File: config.mk
export PLATFORM = sky130hd
export DESIGN_NAME = fp_cmp_scheduler
export DESIGN_NICKNAME = d
export VERILOG_FILES = /design/src/rtl/fp_cmp_scheduler.sv
export SDC_FILE = /design/constraint.sdc
export NUM_CORES = 1
export LEC_CHECK = 0
export CAP_MARGIN = 10
export CORE_AREA = 3 3 133 135
export CTS_CLUSTER_SIZE = 24
export DETAILED_ROUTE_END_ITERATION = 8
export DIE_AREA = 0 0 136 138
export GPL_ROUTABILITY_DRIVEN = 0
export PLACE_DENSITY = 0.66
export SLEW_MARGIN = 20
export SYNTH_ARGS = -nofsm -noshare
export SYNTH_HDL_FRONTEND = slang
export SYNTH_SLANG_ARGS = --single-unit
File: constraint.sdc
create_clock -name clk -period 6.4 [get_ports clk]
set_clock_uncertainty 0.1 [all_clocks]
set_input_delay 0.64 -clock clk [delete_from_list [all_inputs] [get_ports clk]]
set_output_delay 0.64 -clock clk [all_outputs]
set_load 0.05 [all_outputs]
File: src/rtl/fp_cmp_scheduler.sv
// Round-robin scheduler sharing one registered FP32 comparator among NREQ
// requesters: accept one operand pair, wait out the comparator latency,
// return gr/lr/eq tagged with the requester id.
module fp_cmp_scheduler #(
   parameter int NREQ    = 4,
   parameter int IDW     = 2,
   parameter int CMP_LAT = 1
) (
   input  logic                 clk,
   input  logic                 rst,
   input  logic [NREQ-1:0]      req_valid,
   input  logic [32*NREQ-1:0]   req_a,
   input  logic [32*NREQ-1:0]   req_b,
   output logic [NREQ-1:0]      req_ready,
   output logic [31:0]          cmp_a,
   output logic [31:0]          cmp_b,
   input  logic                 cmp_gr,
   input  logic                 cmp_lr,
   input  logic                 cmp_eq,
   output logic                 rsp_valid,
   input  logic                 rsp_ready,
   output logic [IDW-1:0]       rsp_id,
   output logic                 rsp_gr,
   output logic                 rsp_lr,
   output logic                 rsp_eq,
   output logic                 busy
);

   localparam int unsigned NR   = NREQ;
   localparam int          CNTW = $clog2(CMP_LAT + 1);

   typedef enum logic [1:0] {IDLE, WAIT, RESP} state_t;

   state_t         state, state_nxt;
   logic [IDW-1:0] rr_ptr;
   logic [IDW-1:0] id_reg;
   logic [IDW-1:0] grant_idx;
   logic [IDW-1:0] ptr_nxt;
   logic           grant_any;
   logic [CNTW-1:0] cnt;
   logic [31:0]    sel_a, sel_b;
   int unsigned    idx;

   // Round-robin winner: first valid requester at or after rr_ptr, with wrap
   always_comb begin
      grant_any = 1'b0;
      grant_idx = '0;
      idx       = 0;
      for (int unsigned i = 0; i < NR; i++) begin
         idx = (32'(rr_ptr) + i) % NR;
         if (!grant_any && req_valid[IDW'(idx)]) begin
            grant_any = 1'b1;
            grant_idx = IDW'(idx);
         end
      end
   end

   assign sel_a   = 32'(req_a >> (32 * grant_idx));
   assign sel_b   = 32'(req_b >> (32 * grant_idx));
   assign ptr_nxt = (grant_idx == IDW'(NREQ - 1)) ? '0 : grant_idx + 1'b1;
   assign busy    = (state != IDLE);

   // One-hot accept, only while idle and out of reset
   always_comb begin
      req_ready = '0;
      if (!rst && state == IDLE && grant_any)
         req_ready[grant_idx] = 1'b1;
   end

   // State register
   always_ff @(posedge clk or posedge rst) begin
      if (rst) state <= IDLE;
      else     state <= state_nxt;
   end

   // Next-state logic
   always_comb begin
      state_nxt = state;
      case (state)
         IDLE:    if (grant_any) state_nxt = WAIT;
         WAIT:    if (cnt == '0) state_nxt = RESP;
         RESP:    if (rsp_ready) state_nxt = IDLE;
         default: state_nxt = IDLE;
      endcase
   end

   // Datapath: issue operands, count down latency, capture and hold result
   always_ff @(posedge clk or posedge rst) begin
      if (rst) begin
         rr_ptr    <= '0;
         id_reg    <= '0;
         cnt       <= '0;
         cmp_a     <= '0;
         cmp_b     <= '0;
         rsp_valid <= 1'b0;
         rsp_id    <= '0;
         rsp_gr    <= 1'b0;
         rsp_lr    <= 1'b0;
         rsp_eq    <= 1'b0;
      end else begin
         case (state)
            IDLE: begin
               if (grant_any) begin
                  cmp_a  <= sel_a;
                  cmp_b  <= sel_b;
                  id_reg <= grant_idx;
                  rr_ptr <= ptr_nxt;
                  cnt    <= CNTW'(CMP_LAT);
               end
            end
            WAIT: begin
               if (cnt != '0) begin
                  cnt <= cnt - 1'b1;
               end else begin
                  rsp_gr    <= cmp_gr;
                  rsp_lr    <= cmp_lr;
                  rsp_eq    <= cmp_eq;
                  rsp_id    <= id_reg;
                  rsp_valid <= 1'b1;
               end
            end
            RESP: begin
               if (rsp_ready) rsp_valid <= 1'b0;
            end
            default: ;
         endcase
      end
   end

endmodule

[After elaboration in Yosys (flattened, before gate mapping)]
Cells that the tools add are included.
Storage, ports and cells
  register bits: 77
  bits in latches: 0
  bits in writable memories: 0
  ROM bits: 0
  bits of input ports: 266
  logic and storage cells: 80
  memories kept: 0
Cells by class
  add/sub/neg operators: 5
  $mul: 0
  div/mod/pow operators: 0
  magnitude comparators: 6
  equality and inequality tests: 6
  shift-type cells: 2
  multiplexer cells: 30
  bitwise gates (word level): 1
  reductions and logical operators: 19
Operators with widths (number)
  $shr 128x7->32: 2
  $mux 2: 8
  $lt 2x3->1 const B: 5
  $mux 1: 13
  $bmux 1 s2: 4
  $logic_and 1x1->1: 6
  $ne 2x2->1 const B: 3
  $pmux 2 s3: 1
  $reduce_and 2->1: 3
  $reduce_and 3->1: 2
  $reduce_bool 2->1: 3
  $add 2x1->2 const B: 2
  $add 2x2->2 const B: 2
  $eq 2x2->1 const B: 2
  $logic_not 1->1: 4
  $mux 4: 1
  $pmux 1 s2: 2
  $demux 1 s2: 1
  $eq 2x1->1 const B: 1
  $ge 2x1->1 const B: 1
  $logic_not 2->1: 1
  $not 1->1: 1
  $sub 1x1->1 const B: 1

[Depth between registers and ports, before layout]
  depth after elaboration: 17
  mapped depth: 9
  depth with buffers taken out: 7

[Worst setup path after synthesis]
No wires, ideal clock.
  kind: input port to output port
  start: input port rst
  end: output port req_ready[0]
  arrival time: 2.954 ns
  slack: 2.706 ns
  stages on the path: 2
  path buffers: 0
  cells stage by stage: inv_1 -> and3_1
On the way
  cells in the longest elaborated chain, start to end: 4
Ends and longest elaborated chain
  start, declared: line 10  | input logic rst,
  $logic_not 1->1 (no line)
  $logic_and 1x1->1 (2 in a row): line 66  | if (!rst && state == IDLE && grant_any)
  $mux 4: line 66
  end, declared: line 14  | output logic [NREQ-1:0] req_ready,
No other way between the ends.

[Worst setup path in the final report]
  start: input port req_valid[3]
  end: output port req_ready[1]
On the way
  cells in the longest elaborated chain, start to end: 17
Ends and longest elaborated chain
  start, declared: line 11  | input logic [NREQ-1:0] req_valid,
  $bmux 1 s2: line 51  | if (!grant_any && req_valid[IDW'(idx)]) begin
  $mux 1 (implied by the code): line 51
  $mux 1: line 51
  $logic_not 1->1: line 51
  $logic_and 1x1->1: line 51
  $mux 1: line 51
  $logic_not 1->1: line 51
  $logic_and 1x1->1: line 51
  $mux 1: line 51
  $logic_not 1->1: line 51
  $logic_and 1x1->1: line 51
  $mux 2: line 51
  $lt 2x3->1 (implied by the code) or $ge 2x1->1 (tied branches): line 67  | req_ready[grant_idx] = 1'b1;
  $logic_and 1x1->1 (implied by the code): line 67
  $mux 1 (implied by the code): line 67
  $demux 1 s2: line 67
  $mux 4 (*): line 66
Mark *: on every way between the ends. The rest lies on a longest branch, timed or not. The select of a mux whose other input is x is not followed.

==> summary.md <==
| Metric | Value |
|---|---|
| Status | finished clean |
| CP delay by family, top | buffers and inverters |
| Ports | 341 |
| CTS resizes | 0 |
| Most used cell, CP | clkdlybuf4s50_1 |
| Post-Synth Simple-Gate Area | 0.0838 |
| Grt met1 use | 0.224 |
| Std cell rows | 47 |
| Largest registers | cmp_a: 32 flops, cmp_b: 32 flops |
| Clk_lat worst skew | 0.33 ns |
| Drt drc | 0 |
| Die height | 138 um |
| Period minus WS final | 4.19 ns |
| Routed Antenna Nets | 0 |
| Final Cell Area | 0.00832 mm^2 |
| DRT iter0 DRCs | 244 |
| FF-to-FF setup slack | 3.60 ns |
| RSZ-0062 raised after global routing | no |
| Mux cell area share after synthesis | 0.154 |
| Crit-path cells | clkdlybuf4s50_1, o21ai_0, o211a_4, and3_1, clkdlybuf4s50_1 |
| Slew headroom | 0.350 |
| Crit path launch type | input port |
| Largest net degree at the start of global routing | 79 |
| Count of buffers from port buffering | 340 |
| Most common cell after layout, fill and taps aside | clkdlybuf4s50_1 |
| Max Root-Sink Buffers | 2 |
| Final nets | 1013 |
| Power consumption | 4.08 mW |
| Fill cells | 1517 |
| Post-synth top flop | dfrtp_1 |
| Area contributors post-synth | dfrtp_1 (43%), mux2i_1 (14%), a221oi_2 (9.0%), o22ai_1 (8.9%), a221oi_1 (7.2%) |
| Worst-path clk slew | 0.06 ns |
| Slowest stage delay, CP | 0.83 ns |
| Yosys reg bits | 77 |
| Most frequent cells in the layout | clkdlybuf4s50_1 (340), dfrtp_1 (77), nor2_1 (68) |
| Largest family of logic cells by synthesized area | compound AO/OA/AOI/OAI gates |
| Vias | 4971 |
| Die Area | 0.0188 mm^2 |
| Fin Hold WS | 0.404 ns |
| Core area | 0.0166 mm^2 |
| Max-cap viol count | 0 |
| Synth top area share | 0.426 |
| GRT Total Usage | 0.197 |
| Synth unique cells | 30 |
| Hold Path Sink | id_reg[0] |
| FMAX | 239 MHz |
| Synth Area in XOR/XNOR | 0 |
| Register area share after synthesis | 0.426 |
| Synthesized area per cell | 10.5 um^2 |
| Post-route setup TNS | 0 ns |
| R2R depth | 7 |
| Met3 Use GR | 0.0531 |
| Worst hold path type | flip-flop to flip-flop |
| GRT Max-Usage Layer | met2 |
| GR Overflow Total | 0 |
| RR Endpoint | cmp_a[27] |
| Worst EP required | 5.66 ns |
| Crit path kind | input port to primary output |
| Synth Area in Compound Gates | 0.274 |
| Post-CTS Hold Buffers | 0 |
| Worst vdd ir | 0.321 mV |
| Setup crit end kind | primary output |
| Final Cycle Share | 0.654 |
| Initial Utilization | 0.273 |
| Post CTS Setup Buffer Count | 0 |
| Floorplan die width | 136 um |
| YS warnings | 0 |
| Hold Crit Start | id_reg[0] |
| Initial antenna violation count | 0 |
| Root buffer cell | clkbuf_16 |
| Initial DRT Pass Iterations | 4 |
| Static leakage power | 3.37 nW |
| Post-synth EDFFs | 0 |
| Cell area after synthesis | 0.00452 mm^2 |
| TritonCTS Buffers | 9 |
| Slowest stage cell, crit path | o211a_4 |
| Vias in the first global route | 5182 |
| Layout cells sized above 1 | 0.0853 |
| Mapped Cells | 431 |
| Placed inst area | 0.00805 mm^2 |
| Vias per inst | 5.12 |
| Diodes inserted | 0 |
| Final wirelength | 19000 um |
| Crit Path Max Fanout | 65 |
| Hold depth | 2 |
| PwrDens | 490 mW/mm^2 |
| Bufs and invs on worst path | 2 |
| Ys async rst share | 1.00 |
| Per-cell routed wire length | 19.6 um |
| Worst reg2reg startpoint | rr_ptr[0] |
| Htree depth | 3 |
| Final setup fails | 0 |
| CTS sink cnt | 77 |
| First-pass GRT wire length | 29200 um |
| Clock tree from TritonCTS | yes |
| Adder-Cell Fraction of Synth Area | 0.00277 |
| Largest area contributor in the netlist | dfrtp_1 |
| Synthesized Nets | 698 |
| Measured slew at the worst slew-check pin | 0.975 ns |
| Fin. Hold Viols | 0 |
| M2 GR Usage | 0.360 |
| WP data arrival | 3.45 ns |
| Post-synthesis to final-layout area growth | 84.0% |
| Fin. max-slew vios | 0 |
| Dpl hpwl | 14300 um |
## power breakdown
part | internal [mW] | switching (mW)
logic | 1.00 | 1.72
registers | 0.746 | 0.147
clock network | 0.268 | 0.195
## cells by family (layout without fill, tap and decap cells)
family / Yosys count / in the layout
flops: 77 / 77
fa+ha+maj: 1 / 1
simple gates: 91 / 91
buf+inv: 49 / 368
mux: 69 / 69
compound gates: 144 / 144
## through the flow
step / instances / setup slack (ns) / util
final: 970 / 2.21 / 0.502
after global routing: 970 / 2.08 / 0.502
after CTS: 970 / 2.21 / 0.502
after detailed placement: 955 / 2.20 / 0.486
after global placement: 955 / 2.24 / 0.486
after floorplan: 431 / 2.71 / -
## how the worst max path moves through the flow
stage / startpoint / to / slack, ns / cells after the start
floorplan: rst / req_ready[0] / 2.71 / 2
global placement: req_valid[3] / req_ready[1] / 2.24 / 5
detailed placement: req_valid[3] / req_ready[1] / 2.20 / 5
CTS: req_valid[3] / req_ready[1] / 2.21 / 5
global route: req_valid[3] / req_ready[1] / 2.08 / 5
finish: req_valid[3] / req_ready[1] / 2.21 / 5
## per-layer routing
| layer | wire, um | vias up |
|---|---|---|
| met3 | 1510 | 20 |
| met1 | 7050 | 2419 |
| met5 | 0 | - |
| met2 | 10200 | 213 |
| met4 | 313 | 0 |
| li1 | - | 2319 |
## synthesized netlist by cell type, types with 2 or more instances
library cell / n
buf_4: 8
a211oi_1: 2
nand2_1: 8
buf_6: 5
o22ai_1: 64
nor3_1: 4
buf_2: 14
mux2_2: 5
mux2i_1: 64
dfrtp_1: 77
and3_1: 3
inv_1: 5
nor2b_1: 4
nor2_1: 69
a221oi_2: 27
a21oi_1: 3
a221oi_1: 37
clkbuf_1: 16
o21ai_0: 5
## worst reg2reg max path, delay by kind of cell, from the launching register on
| family | cells | cell delay [ns] |
|---|---|---|
| buffers and inverters | 2 | 1.13 |
| flip-flops | 1 | 0.42 |
| AO/OA/AOI/OAI | 2 | 0.25 |
| multiplexers | 1 | 0.32 |
| AND/OR/NAND/NOR | 2 | 0.44 |
## cell type report
class                   count  area, um^2  share of cell area
multi-input cells         305        2370               0.285
inverters                   6        23.8             0.00286
repair buffers            347        3460               0.416
well taps                 220         275              0.0331
clock buffers              10         239              0.0287
flip-flops and latches     77        1930               0.231
clock inverters             5        27.5             0.00331
(Power assumes the default switching activity.)
